==> config.mk <==
export PLATFORM = sky130hd
export DESIGN_NAME = sync_down_counter
export DESIGN_NICKNAME = d
export VERILOG_FILES = /design/src/rtl/sync_down_counter.sv
export SDC_FILE = /design/constraint.sdc
export NUM_CORES = 1
export LEC_CHECK = 0
export BUFFER_PORTS_ARGS = -buffer_cell sky130_fd_sc_hd__buf_2
export CORE_AREA = 5 5 45 47
export DETAILED_ROUTE_END_ITERATION = 6
export DIE_AREA = 0 0 50 52
export GPL_ROUTABILITY_DRIVEN = 1
export PLACE_DENSITY = 0.71
export RECOVER_POWER = 25
export SETUP_SLACK_MARGIN = 0.02
export SLEW_MARGIN = 5
export SYNTH_ARGS = -nofsm -noshare
export SYNTH_HDL_FRONTEND = slang
export SYNTH_SLANG_ARGS = --single-unit
export TNS_END_PERCENT = 5
==> constraint.sdc <==
create_clock -name clk -period 2.05 [get_ports clk]
set_clock_uncertainty 0.1 [all_clocks]
set_input_delay 0.1025 -clock clk [delete_from_list [all_inputs] [get_ports clk]]
set_output_delay 0.1025 -clock clk [all_outputs]
set_load 0.05 [all_outputs]
==> src/rtl/sync_down_counter.sv <==
// -----------------------------------------------------------------------------
// sync_down_counter
//
// Loadable down-counter with one-shot and periodic (auto-reload) modes.
//
// Ports:
//   clk          - single clock, all state changes on its rising edge
//   reset        - synchronous active-high reset (highest priority)
//   load         - loads load_val into the count and the reload register
//   load_val     - start / reload value, WIDTH bits
//   en           - count enable, one decrement per enabled cycle in RUN
//   auto_reload  - 1 = periodic, 0 = one-shot; sampled at the terminal cycle
//   q            - current count (registered)
//   zero         - high when q == 0 (combinational decode of the q register)
//   borrow       - registered single-cycle terminal-count pulse
//   done         - high while in EXPIRED (registered)
//   running      - high while in RUN (registered)
// -----------------------------------------------------------------------------
module sync_down_counter #(
    parameter int WIDTH = 4
) (
    input  logic             clk,
    input  logic             reset,
    input  logic             load,
    input  logic [WIDTH-1:0] load_val,
    input  logic             en,
    input  logic             auto_reload,
    output logic [WIDTH-1:0] q,
    output logic             zero,
    output logic             borrow,
    output logic             done,
    output logic             running
);

    typedef enum logic [1:0] {
        ST_IDLE    = 2'd0,
        ST_RUN     = 2'd1,
        ST_EXPIRED = 2'd2
    } state_e;

    state_e           state_q, state_d;
    logic [WIDTH-1:0] count_q, count_d;
    logic [WIDTH-1:0] reload_q, reload_d;
    logic             borrow_q, borrow_d;
    logic             done_q, done_d;
    logic             running_q, running_d;

    // Next-state, next-count and output-flag computation.
    always_comb begin
        state_d   = state_q;
        count_d   = count_q;
        reload_d  = reload_q;
        borrow_d  = 1'b0;

        if (load) begin
            // Load wins over en in every state and suppresses a coincident borrow.
            count_d  = load_val;
            reload_d = load_val;
            state_d  = ST_RUN;
        end else begin
            case (state_q)
                ST_IDLE: begin
                    state_d = ST_IDLE;
                end
                ST_RUN: begin
                    if (en) begin
                        if (count_q != {WIDTH{1'b0}}) begin
                            count_d = count_q - {{(WIDTH-1){1'b0}}, 1'b1};
                        end else begin
                            // Terminal cycle: auto_reload is only looked at here.
                            borrow_d = 1'b1;
                            if (auto_reload) begin
                                count_d = reload_q;
                            end else begin
                                count_d = {WIDTH{1'b0}};
                                state_d = ST_EXPIRED;
                            end
                        end
                    end else begin
                        count_d = count_q;
                    end
                end
                ST_EXPIRED: begin
                    count_d = {WIDTH{1'b0}};
                end
                default: begin
                    // Unreachable encoding: fall back to a safe idle state.
                    state_d = ST_IDLE;
                    count_d = {WIDTH{1'b0}};
                end
            endcase
        end

        // done/running are registered so they line up with q and borrow.
        done_d    = (state_d == ST_EXPIRED);
        running_d = (state_d == ST_RUN);
    end

    // State and datapath registers with synchronous reset.
    always_ff @(posedge clk) begin
        if (reset) begin
            state_q   <= ST_IDLE;
            count_q   <= {WIDTH{1'b0}};
            reload_q  <= {WIDTH{1'b0}};
            borrow_q  <= 1'b0;
            done_q    <= 1'b0;
            running_q <= 1'b0;
        end else begin
            state_q   <= state_d;
            count_q   <= count_d;
            reload_q  <= reload_d;
            borrow_q  <= borrow_d;
            done_q    <= done_d;
            running_q <= running_d;
        end
    end

    assign q       = count_q;
    assign zero    = (count_q == {WIDTH{1'b0}});
    assign borrow  = borrow_q;
    assign done    = done_q;
    assign running = running_q;

endmodule

==> results of run 1 <==
[Yosys cell counts, types with 2 or more instances]
cell type	count
a21oi_1	7
a31o_2	2
a31oi_1	3
clkbuf_1	2
dfxtp_1	13
ha_1	5
inv_1	6
nand2_1	8
nand2b_1	4
nand3_1	2
nor2_1	9
nor2b_1	2
o31a_1	2
o32ai_1	2
o41ai_1	2
[placed cells by master, fill, tap and decap left out, drive strengths merged, types with 2 or more instances in the layout]
| cell type | n |
|---|---|
| buf | 15 |
| dfxtp | 13 |
| nor2 | 9 |
| nand2 | 8 |
| a21oi | 7 |
| inv | 6 |
| clkbuf | 6 |
| ha | 5 |
| nand2b | 4 |
| a31oi | 3 |
| nor2b | 2 |
| o41ai | 2 |
| a31o | 2 |
| nand3 | 2 |
| o31a | 2 |
| o32ai | 2 |
| dlygate4sd3 | 2 |
| a2111oi | 2 |
[repair_timing]
item | in CTS | in global routing
hold buffers | 2 | 0
hold endpoints to repair | 2 | 0
resized for setup | 0 | 0
[per-stage QoR]
stage	cell area (sq um)	hold WS, ns
6_report	902.1	0.006748
3_3_place_gp	858.3	0.2693
3_5_place_dp	858.3	0.2818
4_1_cts	904.6	0.01086
2_1_floorplan	762.0	0.1497
5_1_grt	902.1	0.01628
[final cells by class]
type / instances / share of cell area (%)
Multi-Input combinational cell: 61 / 50.35
Tap cell: 17 / 2.358
Sequential cell: 13 / 29.68
Inverter: 6 / 3.051
Timing Repair Buffer: 19 / 11.65
Clock buffer: 4 / 2.913
[final timing paths]
kind / startpoint / end / slack (ns) / cells after the start
min reg2reg: reload_q[1] / reload_q[1] / 0.38 / 2
min: load_val[1] / reload_q[1] / 0.007 / 3
max: q[1] / zero / 0.28 / 5
max reg2reg: state_q[1] / q[2] / 0.32 / 6
[state kept, by name, indices dropped and copies added (netlist names)]
| signal | count |
|---|---|
| reload_q | 4 |
| q | 4 |
| borrow | 1 |
| state_q | 2 |
| running | 1 |
| done | 1 |
[routing by layer]
| layer | up-vias | wire length, um |
|---|---|---|
| met2 | 29 | 703 |
| met1 | 292 | 779 |
| met5 | - | 0 |
| li1 | 344 | - |
| met3 | 6 | 131 |
| met4 | 0 | 36 |
[logic make-up (layout without fill, tap and decap cells)]
kind of cell / Yosys count / count (layout) / share of synthesized area [%]
adder cells (fa/ha/maj): 5 / 5 / 8.489
AND/OR/NAND/NOR: 30 / 30 / 23.43
AO/OA/AOI/OAI: 25 / 25 / 26.66
flip-flops: 13 / 13 / 35.31
buffers and inverters: 9 / 29 / 4.753
multiplexers: 1 / 1 / 1.358
[power by group through the flow]
stage / logic, W / registers, W / clock network [W]
after detailed placement: 0.000147 / 0.000282 / 0
after floorplan: 0.0000859 / 0.000303 / 0
after global routing: 0.000163 / 0.000277 / 0.000185
after global placement: 0.000145 / 0.000281 / 0
after CTS: 0.000151 / 0.000276 / 0.000167
final: 0.000150 / 0.000276 / 0.000167
[worst max-delay path, delay by kind of cell (launching register included)]
kind,cells,cell delay [ns]
fa+ha+maj,1,0.14
buf+inv,3,0.54
flops,1,0.37
simple gates,1,0.24
==> results.sh, run 1 <==
export IMPL_status="finished clean"
export IMPL_dpl_cell_count=114
export IMPL_die_area_sq_mm=0.002600
export IMPL_grt_max_degree=18
export IMPL_hp_class="input port to register"
export IMPL_synth_distinct_cells=29
export IMPL_power_switching_share_pct=33.77
export IMPL_max_slew_margin_rel_pct=60.94
export IMPL_p_comb_share_pct=25.3
export IMPL_cts_max_level=1
export IMPL_slowest_stage="dfxtp_4"
export IMPL_clk_latency_ns=0.28
export IMPL_setup_ws_ns=0.2791
export IMPL_path_max_fanout=7
export IMPL_track_usage_pct=13.65
export IMPL_post_cts_buffers=0
export IMPL_period_share_pct=86.38
export IMPL_drive_above_1_share_pct=27.18
export IMPL_dieWidth_um=50
export IMPL_grt_pass1_vias=609
export IMPL_grt_antenna_before_repair=0
export IMPL_hold_violations=0
export IMPL_endpoint_kind="output port"
export IMPL_syn_area_sq_um=737.0
export IMPL_power_w=0.0005935
export IMPL_io_buffers=16
export IMPL_grt_pass1_wl_mm=2.704
export IMPL_synthCells=83
export IMPL_pwr_share_seq_pct=46.5
export IMPL_dp_slack_ns=0.3559
export IMPL_top_usage_layer="met2"
export IMPL_postLayoutCoreUtil_pct=55.89
export IMPL_critPathMaxStageDelay_ns=0.37
export IMPL_avgViaCountPerCell=5.592
export IMPL_p_int_w=0.0003931
export IMPL_die_h_um=52
export IMPL_multi_input_area_sq_um=454.2
export IMPL_clock_path_buffers=2
export IMPL_maxSlewViolCount=0
export IMPL_final_seq_area_sq_um=267.8
export IMPL_avgSynthCellArea_sq_um=8.879
export IMPL_cts_sinks=13
export IMPL_cts_root_buf="clkbuf_4"
export IMPL_diodes=0
export IMPL_clock_fmax_mhz=564.7
export IMPL_ir_worst_vdd_mv=0.3912
export IMPL_drc=0
export IMPL_power_switching_w=0.0002004
export IMPL_placementRows=15
export IMPL_gp_congestion=0.8786
export IMPL_wl_per_cell_um=13.76
export IMPL_fin_setup_tns_ns=0
export IMPL_setup_viol=0
export IMPL_area_delta_synth_final_pct=22.41
export IMPL_fin_nets=118
export IMPL_grt_util_met2_pct=19.25
export IMPL_period_minus_slack_ns=1.771
export IMPL_worstSetupPathType="register to output port"
export IMPL_gr_usage_met1_pct=18.01
export IMPL_wirelength_mm=1.651
export IMPL_dr_pass1_iters=4
export IMPL_worst_setup_path_start_kind="register"
export IMPL_p_leak_nw=0.3602
export IMPL_synth_async_reset_ratio_pct=0
export IMPL_clkPwrFrac_pct=28.2
export IMPL_critPathRequiredTime_ns=1.85
export IMPL_ys_seq_elements=13
export IMPL_synth_top_cell_area_share_pct=35.31
export IMPL_instances_no_fill=120
export IMPL_core_sq_mm=0.001614
export IMPL_synth_seq_area_share_pct=35.31
export IMPL_maxCapViolCount=0
export IMPL_synthTopCellsByArea="dfxtp_1, ha_1, a21oi_1, nor2_1, nand2_1"
export IMPL_num_vias=671
export IMPL_fillCellCount=155
export IMPL_ys_warn_count=0
export IMPL_synthFlopType="dfxtp_1"
export IMPL_worst_pin_slew_ns=0.5884
export IMPL_final_antenna_net_count=0
export IMPL_synthesis_nets=97
export IMPL_cts_tree="done"
export IMPL_clk_pin_slew_ns=0.09
export IMPL_initial_core_util_pct=45.66
export IMPL_synth_edf_count=0
export IMPL_yosysTopAreaCell="dfxtp_1"
export IMPL_crit_arrival_ns=1.57
export IMPL_met3_usage_pct=3.438
export IMPL_path_cells="inv_4, ha_4, nor3b_4, buf_4, buf_2"
export IMPL_rsz0062_at_grt="false"
export IMPL_numCtsBuffers=3
export IMPL_grt_ovfl_total=0
export IMPL_dp_hpwl_mm=1.254
export IMPL_drt_iter0_markers=35
export IMPL_p_per_area_mw_per_mm2=657.9
export IMPL_pin_count=17
No activity file was read; power rests on OpenSTA's default activity.
==> run 2: changes to the inputs <==
RECOVER_POWER = 50   (was 25)
==> results.sh, run 2 (same netlist as run 1, synthesis figures left out) <==
export IMPL_grt_antenna_before_repair=0
export IMPL_path_cells="inv_4, ha_4, nor3b_4, buf_4, buf_2"
export IMPL_worstSetupPathType="register to output port"
export IMPL_worst_pin_slew_ns=0.5984
export IMPL_cts_sinks=13
export IMPL_instances_no_fill=120
export IMPL_critPathMaxStageDelay_ns=0.37
export IMPL_rsz0062_at_grt="false"
export IMPL_drive_above_1_share_pct=22.33
export IMPL_diodes=0
export IMPL_crit_arrival_ns=1.57
export IMPL_track_usage_pct=13.65
export IMPL_num_vias=663
export IMPL_period_minus_slack_ns=1.773
export IMPL_hp_class="input port to register"
export IMPL_clock_fmax_mhz=564.0
export IMPL_maxCapViolCount=0
export IMPL_drc=0
export IMPL_clk_pin_slew_ns=0.09
export IMPL_placementRows=15
export IMPL_area_delta_synth_final_pct=21.56
export IMPL_dieWidth_um=50
export IMPL_core_sq_mm=0.001614
export IMPL_die_h_um=52
export IMPL_period_share_pct=86.49
export IMPL_hold_violations=0
export IMPL_final_cell_area_sq_um=895.9
export IMPL_top_usage_layer="met2"
export IMPL_maxSlewViolCount=0
export IMPL_dpl_cell_count=114
export IMPL_clk_latency_ns=0.28
export IMPL_gp_congestion=0.8786
export IMPL_grt_pass1_wl_mm=2.704
export IMPL_fin_nets=118
export IMPL_cts_max_level=1
export IMPL_numCtsBuffers=3
export IMPL_setup_ws_ns=0.2770
export IMPL_slowest_stage="dfxtp_4"
export IMPL_dr_pass1_iters=4
export IMPL_avgViaCountPerCell=5.525
export IMPL_final_antenna_net_count=0
export IMPL_initial_core_util_pct=45.66
export IMPL_dp_slack_ns=0.3559
export IMPL_cts_tree="done"
export IMPL_grt_max_degree=18
export IMPL_met3_usage_pct=3.438
export IMPL_critPathRequiredTime_ns=1.85
export IMPL_status="finished clean"
export IMPL_drt_iter0_markers=33
export IMPL_gr_usage_met1_pct=18.01
export IMPL_layout_common_cells="dfxtp_1, nor2_1, buf_2"
export IMPL_fin_setup_tns_ns=0
export IMPL_pin_count=17
export IMPL_endpoint_kind="output port"
export IMPL_max_slew_margin_rel_pct=60.28
export IMPL_io_buffers=16
export IMPL_cts_root_buf="clkbuf_4"
export IMPL_setup_viol=0
export IMPL_path_max_fanout=7
export IMPL_dp_hpwl_mm=1.254
export IMPL_ir_worst_vdd_mv=0.3902
export IMPL_grt_pass1_vias=609
export IMPL_clock_path_buffers=2
export IMPL_p_per_area_mw_per_mm2=661.8
export IMPL_die_area_sq_mm=0.002600
export IMPL_wl_per_cell_um=13.86
export IMPL_layout_commonest_cell="dfxtp_1"
export IMPL_grt_ovfl_total=0
export IMPL_p_leak_nw=0.3401
export IMPL_grt_util_met2_pct=19.25
export IMPL_wirelength_mm=1.663
export IMPL_worst_setup_path_start_kind="register"
export IMPL_post_dp_cell_area_sq_um=858.3
## run 2: metal layers
| metal | up-vias | part of all wire, % |
|---|---|---|
| met5 | - | 0 |
| met4 | 0 | 1.7 |
| met3 | 4 | 5.1 |
| met2 | 19 | 42 |
| met1 | 297 | 51 |
| li1 | 343 | - |
## run 2: layout make-up
class / instances / area [sq um]
multi-input cells: 61 / 454.2
repair buffers: 19 / 98.84
fillers: 154 / 718.2
well taps: 17 / 21.27
clock buffers: 4 / 26.28
flip-flops and latches: 13 / 267.8
inverters: 6 / 27.53
## run 2: where the power goes
group	internal [W]	leakage [nW]	total, W	switching, W
Combinational	0.0000530	0.217	0.000149	0.0000961
Sequential	0.000263	0.108	0.000276	0.0000126
Clock	0.0000754	0.0150	0.000168	0.0000923
Total	0.000392	0.340	0.000593	0.000201
## run 2: final timing paths
path,to,slack [ns],start,cells after the start
setup / recovery,zero,0.28,q[1],5
hold reg to reg,reload_q[1],0.38,reload_q[1],2
setup reg to reg,q[2],0.32,state_q[1],6
hold / removal,reload_q[0],0.01,load_val[0],3
## run 2: stage by stage
step	power, W	hold WS [ns]	utilization, %
global route	0.0006247	0.01628	55.50
CTS	0.0005935	0.01086	56.05
floorplan	0.0003886	0.1497	-
finish	0.0005929	0.01301	55.50
detailed placement	0.0004289	0.2818	53.18
global placement	0.0004267	0.2693	53.18
## run 2: critical path: cells and delay by family (launching register included)
family,cells,cell delay (ns)
buf+inv,3,0.54
flops,1,0.37
simple gates,1,0.24
fa+ha+maj,1,0.14
## run 2: timing repair
item,CTS,global route
hold buffers,2,0
setup buffers,0,0
hold endpoints to repair,2,0
endpoints found under the setup margin,0,0
resized for setup,0,0
==> run 3: changes to the inputs <==
--- a/config.mk
+++ b/config.mk
@@ -14,5 +14,4 @@
 export RECOVER_POWER = 50
 export SETUP_SLACK_MARGIN = 0.02
-export SLEW_MARGIN = 5
 export SYNTH_ARGS = -nofsm -noshare
 export SYNTH_HDL_FRONTEND = slang
==> constraint.sdc (replaced) <==
create_clock -name clk -period 2.05 [get_ports clk]
set_clock_uncertainty 0.1 [all_clocks]
set_input_delay 0.41 -clock clk [delete_from_list [all_inputs] [get_ports clk]]
set_output_delay 0.41 -clock clk [all_outputs]
set_load 0.05 [all_outputs]
==> results.sh, run 3 (same netlist as run 1, synthesis figures left out) <==
export IMPL_status="finished clean"
export IMPL_power_switching_share_pct=32.54
export IMPL_gp_congestion=0.8939
export IMPL_fillCellCount=162
export IMPL_ir_worst_vdd_mv=0.3603
export IMPL_post_dp_cell_area_sq_um=858.3
export IMPL_diodes=0
export IMPL_cts_resized_gates=0
export IMPL_cts_max_level=1
export IMPL_drc=0
export IMPL_avgViaCountPerCell=5.619
export IMPL_clock_path_buffers=2
export IMPL_p_leak_nw=0.3362
export IMPL_worst_setup_path_start_kind="register"
export IMPL_maxSlewViolCount=0
export IMPL_grt_pass1_vias=640
export IMPL_max_slew_margin_rel_pct=51.86
export IMPL_layout_commonest_cell="dfxtp_1"
export IMPL_path_max_fanout=4
export IMPL_hp_class="input port to register"
export IMPL_clkPwrFrac_pct=27.0
export IMPL_numCtsBuffers=3
export IMPL_hold_ws_ns=0.3071
export IMPL_critPathRequiredTime_ns=1.54
export IMPL_critPathMaxStageDelay_ns=0.37
export IMPL_cts_sinks=13
export IMPL_instances_no_fill=118
export IMPL_wirelength_mm=1.632
export IMPL_post_cts_buffers=0
export IMPL_core_sq_mm=0.001614
export IMPL_critPathBufInv=2
export IMPL_cts_hold_buf=0
export IMPL_grt_pass1_wl_mm=2.753
export IMPL_layout_common_cells="dfxtp_1, nor2_1, buf_2"
export IMPL_die_area_sq_mm=0.002600
export IMPL_power_w=0.0005790
export IMPL_dieWidth_um=50
export IMPL_drive_above_1_share_pct=23.76
export IMPL_grt_max_degree=18
export IMPL_dp_hpwl_mm=1.244
export IMPL_grt_ovfl_total=0
export IMPL_endpoint_kind="output port"
export IMPL_final_cell_area_sq_um=879.6
export IMPL_p_int_w=0.0003906
export IMPL_p_per_area_mw_per_mm2=658.2
export IMPL_clk_latency_ns=0.27
export IMPL_path_cells="inv_4, ha_4, nor3b_4, clkbuf_4"
export IMPL_crit_family="flip-flops"
export IMPL_drt_iter0_markers=7
export IMPL_num_vias=663
export IMPL_grt_antenna_before_repair=0
export IMPL_dp_slack_ns=0.3252
export IMPL_cts_tree="done"
export IMPL_crit_arrival_ns=1.44
export IMPL_power_switching_w=0.0001884
export IMPL_track_usage_pct=13.76
export IMPL_maxCapViolCount=0
export IMPL_final_antenna_net_count=0
export IMPL_placementRows=15
export IMPL_dr_pass1_iters=4
export IMPL_rsz0062_at_grt="false"
export IMPL_die_h_um=52
export IMPL_wl_per_cell_um=13.83
export IMPL_period_minus_slack_ns=1.952
export IMPL_hold_violations=0
export IMPL_cts_root_buf="clkbuf_4"
export IMPL_pin_count=17
export IMPL_clock_fmax_mhz=512.4
export IMPL_area_delta_synth_final_pct=19.35
export IMPL_worst_pin_slew_ns=0.7221
export IMPL_p_comb_share_pct=25.2
export IMPL_io_buffers=16
export IMPL_clk_pin_slew_ns=0.08
export IMPL_worstSetupPathType="register to output port"
export IMPL_initial_core_util_pct=45.66
export IMPL_fin_nets=116
export IMPL_setup_ws_ns=0.09847
export IMPL_pwr_share_seq_pct=47.8
export IMPL_dpl_cell_count=114
export IMPL_setup_viol=0
export IMPL_slowest_stage="dfxtp_4"
export IMPL_period_share_pct=95.20
run 3: power groups by stage:
stage	registers, W	logic, W	clock network [W]
final	0.000277	0.000146	0.000156
after global routing	0.000278	0.000161	0.000175
after CTS	0.000276	0.000146	0.000163
after detailed placement	0.000282	0.000145	0
after global placement	0.000281	0.000145	0
after floorplan	0.000303	0.0000859	0
run 3: cell type report:
cell class | instances | area [sq um] | share of cell area, %
Clock buffer | 4 | 26.28 | 2.987
Timing Repair Buffer | 17 | 82.58 | 9.388
Tap cell | 17 | 21.27 | 2.418
Sequential cell | 13 | 267.8 | 30.44
Inverter | 6 | 27.53 | 3.129
Multi-Input combinational cell | 61 | 454.2 | 51.64
run 3: through the flow:
step	TNS [ns]	util, %
4_1_cts	0	54.81
5_1_grt	0	54.50
2_1_floorplan	-0.1234	-
6_report	0	54.50
3_3_place_gp	0	53.18
3_5_place_dp	0	53.18
run 3: final timing paths:
kind,from,to,slack [ns],cells past startpoint
setup / recovery,q[1],zero,0.1,4
hold / removal,load_val[2],reload_q[2],0.31,3
setup reg to reg,state_q[1],q[2],0.32,6
hold reg to reg,reload_q[1],reload_q[1],0.40,2
run 3: per-layer routing:
metal / part of all wire (%) / vias to the layer above / track usage, %
li1: - / 340 / -
met1: 46 / 298 / 17.10
met2: 45 / 23 / 21.76
met3: 8.5 / 2 / 4.585
met4: 0.61 / 0 / 5.240
met5: 0 / - / 0
run 3: worst min-delay path: stages:
cell     delay (ns)
buf_2          0.10
mux2i_1        0.07
nor2_1         0.07
